File: src/rtl/seq_gen_pkg.sv
// seq_gen_pkg: shared types and helpers for the sequence_gen serial transmitter.
//   state_t     - transmitter FSM states (IDLE, SHIFT, PAR, GAP)
//   calc_len_w  - width of a bit-length field able to hold 0..width
//   calc_gap_w  - width of the idle-gap counter (never below 1 bit)
//   eff_len     - maps a requested length to the number of bits actually sent
package seq_gen_pkg;

  typedef enum logic [1:0] {
    ST_IDLE,
    ST_SHIFT,
    ST_PAR,
    ST_GAP
  } state_t;

  function automatic int calc_len_w(input int width);
    return $clog2(width + 1);
  endfunction

  function automatic int calc_gap_w(input int gap);
    int w;
    w = $clog2(gap + 1);
    return (w < 1) ? 1 : w;
  endfunction

  // A length of 0 means a full word; anything longer than a word is clamped.
  function automatic int unsigned eff_len(input int unsigned len, input int unsigned width);
    if (len == 0 || len > width) return width;
    return len;
  endfunction

endpackage

File: src/rtl/seq_shift_reg.sv
// seq_shift_reg: loadable shift register feeding the serial output of sequence_gen.
// Ports:
//   clk, rst   - clock, asynchronous active-high reset
//   load       - capture load_data/load_len (load_len must already be 1..WIDTH)
//   load_data  - parallel word
//   load_len   - number of valid bits in load_data
//   shift      - advance to the next bit
//   par_load   - (SEQ_GEN_PARITY_EN only) replace the register with the parity bit
//   head       - bit currently presented on the serial line
//   count      - bits still to be presented, including head
module seq_shift_reg
  import seq_gen_pkg::*;
#(
  parameter int WIDTH     = 8,
  parameter int MSB_FIRST = 1,
  parameter int LEN_W     = calc_len_w(WIDTH)
) (
  input  logic             clk,
  input  logic             rst,
  input  logic             load,
  input  logic [WIDTH-1:0] load_data,
  input  logic [LEN_W-1:0] load_len,
  input  logic             shift,
`ifdef SEQ_GEN_PARITY_EN
  input  logic             par_load,
`endif
  output logic             head,
  output logic [LEN_W-1:0] count
);

  localparam int HEAD = (MSB_FIRST != 0) ? WIDTH - 1 : 0;

  logic [WIDTH-1:0] sreg;
`ifdef SEQ_GEN_PARITY_EN
  logic parity;
`endif

  assign head = sreg[HEAD];

  // Unused bits are zeroed at load time and the shift fills with zeros, so the
  // head bit reads 0 as soon as the word (and parity) has been shifted out.
  always_ff @(posedge clk or posedge rst) begin
    if (rst) begin
      sreg  <= '0;
      count <= '0;
`ifdef SEQ_GEN_PARITY_EN
      parity <= 1'b0;
`endif
    end else if (load) begin
      if (MSB_FIRST != 0) sreg <= load_data << (WIDTH - int'(load_len));
      else                sreg <= load_data & ({WIDTH{1'b1}} >> (WIDTH - int'(load_len)));
      count <= load_len;
`ifdef SEQ_GEN_PARITY_EN
      parity <= 1'b0;
    end else if (par_load) begin
      // The last data bit is folded in here since it is still at the head.
      sreg   <= WIDTH'(parity ^ head) << HEAD;
      count  <= '0;
      parity <= 1'b0;
`endif
    end else if (shift) begin
      sreg <= (MSB_FIRST != 0) ? (sreg << 1) : (sreg >> 1);
      if (count != '0) count <= count - LEN_W'(1);
`ifdef SEQ_GEN_PARITY_EN
      parity <= parity ^ head;
`endif
    end
  end

endmodule

File: src/rtl/sequence_gen.sv
// sequence_gen: serial pattern transmitter. Accepts a word over valid/ready and
// shifts it out one bit per clock, then inserts GAP idle cycles.
// Optional feature macro: SEQ_GEN_PARITY_EN appends an even-parity bit per word.
// Ports:
//   clk, rst    - clock, asynchronous active-high reset
//   in_valid    - load request
//   in_data     - word to send, bits [in_len-1:0] used
//   in_len      - bits to send (0 or >WIDTH means WIDTH)
//   in_ready    - word can be accepted this cycle
//   data        - serial bit, 0 whenever data_valid is 0
//   data_valid  - data carries a bit this cycle
//   busy        - high in every state except IDLE
//   done        - one-cycle pulse after the final transmitted bit
module sequence_gen
  import seq_gen_pkg::*;
#(
  parameter int WIDTH     = 8,
  parameter int GAP       = 1,
  parameter int MSB_FIRST = 1
) (
  input  logic                         clk,
  input  logic                         rst,
  input  logic                         in_valid,
  input  logic [WIDTH-1:0]             in_data,
  input  logic [$clog2(WIDTH+1)-1:0]   in_len,
  output logic                         in_ready,
  output logic                         data,
  output logic                         data_valid,
  output logic                         busy,
  output logic                         done
);

  localparam int LEN_W = calc_len_w(WIDTH);
  localparam int GAP_W = calc_gap_w(GAP);
  localparam logic [GAP_W-1:0] GAP_LOAD = GAP_W'((GAP > 0) ? GAP - 1 : 0);

  state_t           state, state_n;
  logic             in_ready_n, data_valid_n, done_n, word_end;
  logic [GAP_W-1:0] gap_cnt, gap_n;
  logic             load, shift;
  logic             head;
  logic [LEN_W-1:0] count, load_len;
`ifdef SEQ_GEN_PARITY_EN
  logic             par_load;
`endif

  assign load_len = LEN_W'(eff_len(32'(in_len), WIDTH));

  // The shift register head is itself a flop and reads 0 once a word is out,
  // so it drives the serial line directly.
  assign data = head;

  seq_shift_reg #(
    .WIDTH     (WIDTH),
    .MSB_FIRST (MSB_FIRST),
    .LEN_W     (LEN_W)
  ) u_shift (
    .clk       (clk),
    .rst       (rst),
    .load      (load),
    .load_data (in_data),
    .load_len  (load_len),
    .shift     (shift),
`ifdef SEQ_GEN_PARITY_EN
    .par_load  (par_load),
`endif
    .head      (head),
    .count     (count)
  );

  // State and registered outputs. in_ready stays low through reset and rises on
  // the first edge after release.
  always_ff @(posedge clk or posedge rst) begin
    if (rst) begin
      state      <= ST_IDLE;
      in_ready   <= 1'b0;
      data_valid <= 1'b0;
      busy       <= 1'b0;
      done       <= 1'b0;
      gap_cnt    <= '0;
    end else begin
      state      <= state_n;
      in_ready   <= in_ready_n;
      data_valid <= data_valid_n;
      busy       <= (state_n != ST_IDLE);
      done       <= done_n;
      gap_cnt    <= gap_n;
    end
  end

  // Next-state and next-output logic. Outputs are computed for the state being
  // entered so that they appear registered in that state's first cycle.
  always_comb begin
    state_n      = state;
    in_ready_n   = 1'b0;
    data_valid_n = 1'b0;
    done_n       = 1'b0;
    gap_n        = gap_cnt;
    load         = 1'b0;
    shift        = 1'b0;
    word_end     = 1'b0;
`ifdef SEQ_GEN_PARITY_EN
    par_load     = 1'b0;
`endif

    case (state)
      ST_IDLE: begin
        if (in_valid && in_ready) begin
          load         = 1'b1;
          data_valid_n = 1'b1;
          state_n      = ST_SHIFT;
        end else begin
          in_ready_n = 1'b1;
        end
      end

      ST_SHIFT: begin
        if (count == LEN_W'(1)) begin
`ifdef SEQ_GEN_PARITY_EN
          par_load     = 1'b1;
          data_valid_n = 1'b1;
          state_n      = ST_PAR;
`else
          shift    = 1'b1;
          word_end = 1'b1;
`endif
        end else begin
          shift        = 1'b1;
          data_valid_n = 1'b1;
        end
      end

`ifdef SEQ_GEN_PARITY_EN
      ST_PAR: begin
        shift    = 1'b1;
        word_end = 1'b1;
      end
`endif

      ST_GAP: begin
        if (gap_cnt == '0) begin
          state_n    = ST_IDLE;
          in_ready_n = 1'b1;
        end else begin
          gap_n = gap_cnt - GAP_W'(1);
        end
      end

      default: state_n = ST_IDLE;
    endcase

    // Word finished: pulse done and either idle out the gap or accept at once.
    if (word_end) begin
      done_n = 1'b1;
      if (GAP == 0) begin
        state_n    = ST_IDLE;
        in_ready_n = 1'b1;
      end else begin
        state_n = ST_GAP;
        gap_n   = GAP_LOAD;
      end
    end
  end

endmodule
File: config.mk
export PLATFORM = sky130hd
export DESIGN_NAME = sequence_gen
export DESIGN_NICKNAME = d
export VERILOG_FILES = /design/src/rtl/seq_gen_pkg.sv /design/src/rtl/seq_shift_reg.sv /design/src/rtl/sequence_gen.sv
export SDC_FILE = /design/constraint.sdc
export NUM_CORES = 1
export LEC_CHECK = 0
export ABC_AREA = 1
export BUFFER_PORTS_ARGS = -buffer_cell sky130_fd_sc_hd__buf_2
export CAP_MARGIN = 40
export CELL_PAD_IN_SITES_DETAIL_PLACEMENT = 1
export CELL_PAD_IN_SITES_GLOBAL_PLACEMENT = 1
export CORE_UTILIZATION = 43
export DETAILED_ROUTE_END_ITERATION = 7
export GPL_ROUTABILITY_DRIVEN = 0
export GPL_TIMING_DRIVEN = 0
export PLACE_DENSITY_LB_ADDON = 0.1
export SLEW_MARGIN = 40
export SYNTH_ARGS = -nofsm -noshare
export SYNTH_HDL_FRONTEND = slang
export SYNTH_SLANG_ARGS = --single-unit
File: constraint.sdc
create_clock -name clk -period 3.02 [get_ports clk]
set_input_delay 0.604 -clock clk [delete_from_list [all_inputs] [get_ports clk]]
set_output_delay 0.604 -clock clk [all_outputs]
set_load 0.05 [all_outputs]
==> impl_metrics.ini <==
[clock_network]
cts_tree = built
hold_buffers = 0
clockBufferDepth = 2
clkTransAtPathRegs_ps = 120
cts_resized = 0
postCtsSetupRepairBufs = 0
cts_max_level = 1
cts_sinks = 18
clockRootBuffer = clkbuf_4
numCtsBuffers = 3
clk_latency_ps = 310

[floorplan]
die-area_sq_mm = 0.003217
pin_count = 20
core_sq_mm = 0.002805
initial_core_util_pct = 45.90
die_h_um = 56.72
rows = 19
dieWidth_um = 56.72

[setup_path]
cp-start-kind = primary input
r2r_setup_slack_ps = 1140
end_kind = flip-flop
path_class = primary input to flip-flop
cp.arrival_ps = 2450
worstPathMaxFanout = 10
worstPathRequired_ps = 3200

[yosys]
syn-cell-area_sq_mm = 0.001287
synth_top_family_by_area = simple AND/OR/NAND/NOR gates
yosysSeqAreaShare_pct = 34.99
synth_seq_cells = 18
ys.flop_type = dfrtp_1
yosys_warnings = 0
syn_inst = 177
synth.distinct_cells = 26
synth_xor_area_share_pct = 0.6803
synth-async-reset-ratio_pct = 100.0
postSynthAreaPerCell_sq_um = 7.274
synthAdderAreaFrac_pct = 7.775
synth-edff-count = 0
synthSimpleGateAreaFrac_pct = 34.99
synth_compound_area_share_pct = 14.29
synth_nets = 200
synth.area.mux_share_pct = 0

[run]
maxCapViolations = 0

[route]
dr.pass1.iters = 6
post_drt_wl_per_cell_um = 13.21
vias = 1210
drt_iter0_markers = 62
viasPerCell = 5.238
ant_nets = 0
routed_wirelength_mm = 3.051
drc = 4

[layout]
fin_cells = 231
layout_commonest_cell = nand2_1
layout-drive-gt1-share_pct = 20.50
areaGrowthSynthToFinish_pct = 13.22
final_cell_mix = nand2_1 (52), nand3_1 (20), buf_2 (20)
fillers = 384
antennaDiodeCount = 0
nets = 224

[sta]
fin_crit_sh_pct = 74.89
finalHoldViolations = 0
tightest_slew_ps = 704.4
fmax_mhz = 442.2
tns_ps = 0
setup_ws_ps = 758.4
finClkSkew_ps = 20.60
hold_slack_ps = 378.0
slew_headroom_pct = 52.99
rsz0062_at_grt = false
drv_slew = 0
min_period_ps = 2262
setup_viol = 0

[place]
dp_cells = 227
place.port_buffers = 19
post-place-ws_ps = 462.3
hpwl_mm = 2.351

[global_routing]
track_usage_pct = 21.41
first_global_vias = 1260
antenna_found_initial = 0
gr-total-overflow = 0
grt_pass1_wl_mm = 5.368
grt_max_degree = 19

[outcome]
violations = DRC
status = finished with violations

[power_and_ir_drop]
p_per_area_mw_per_mm2 = 857.9
power_leakage_nw = 0.7673
p_total_mw = 1.251
worst_ir_drop_vdd_mv = 0.4446

[hold_path]
hold_path_class = primary input to asynchronous set/reset pin
==> final timing paths <==
check | startpoint | end | cells past startpoint
min reg2reg | u_shift.sreg[0] | u_shift.sreg[0] | 2
min in group clk | u_shift.sreg[0] | u_shift.sreg[0] | 2
max in group asynchronous | rst | u_shift.sreg[6] | 2
max | in_len[0] | u_shift.sreg[4] | 11
min | rst | u_shift.count[0] | 2
max reg2reg | state[0] | u_shift.count[2] | 10
==> flip-flops by register name, indices dropped and copies added (netlist names) <==
register and count:
busy 1, data_valid 1, done 1, in_ready 1, state 2, u_shift.count 4
u_shift.sreg 8
==> where the power goes <==
part | internal [mW] | total [mW] | switching (mW)
clock network | 0.0736 | 0.156 | 0.0827
registers | 0.342 | 0.389 | 0.0471
logic | 0.232 | 0.705 | 0.473
==> synth_stat cells (2+ instances only) <==
library cell	count	area share [%]
inv_1	19	5.5
a21oi_1	6	2.3
o21ai_1	3	1.2
nand3_1	20	7.8
nor2_1	13	3.8
or2_2	2	0.97
o211ai_1	2	1.2
nand3_2	2	1.6
o21ai_0	13	5.1
nand2_1	52	15
nand2_2	4	1.9
ha_1	8	7.8
dfrtp_1	18	35
inv_2	2	0.58
a21oi_2	2	1.4
==> worst max-delay path: stages <==
cell      delay [ps]
buf_2            120
nor2_1           130
nand2_1          100
nand2_2           90
nand3_2          190
ha_1             450
clkinv_1         260
nand4_1          210
a21oi_1           90
o21ai_1          110
a21oi_1           80
==> layer usage <==
layer  vias up  part of all wire, %  track usage (%)
li1        618                    -                -
met1       571                   51            28.78
met2        16                   45            34.01
met3         5                  2.4            2.995
met4         0                  1.5            9.643
met5         -                    0                0
==> logic make-up after synthesis <==
group / Yosys count
AND/OR/NAND/NOR: 97
buffers and inverters: 24
XOR/XNOR: 1
adder cells (fa/ha/maj): 8
AO/OA/AOI/OAI: 29
flip-flops: 18
==> stage by stage <==
stage / instance area [sq um] / util (%)
final: 1458 / 51.96
after global routing: 1458 / 51.96
after CTS: 1458 / 51.96
after detailed placement: 1421 / 50.67
after global placement: 1421 / 50.67
after floorplan: 1287 / -
==> final cells by class <==
type / instances / area (sq um) / area share, %
multi-input combinational: 135 / 743.2 / 50.99
inverter: 23 / 88.84 / 6.094
tap: 31 / 38.79 / 2.661
buffer: 1 / 5.005 / 0.3433
sequential: 18 / 450.4 / 30.90
clock buffer: 4 / 36.28 / 2.489
timing repair buffer: 19 / 95.09 / 6.524
Note: power is estimated with default switching activity, not from simulation.
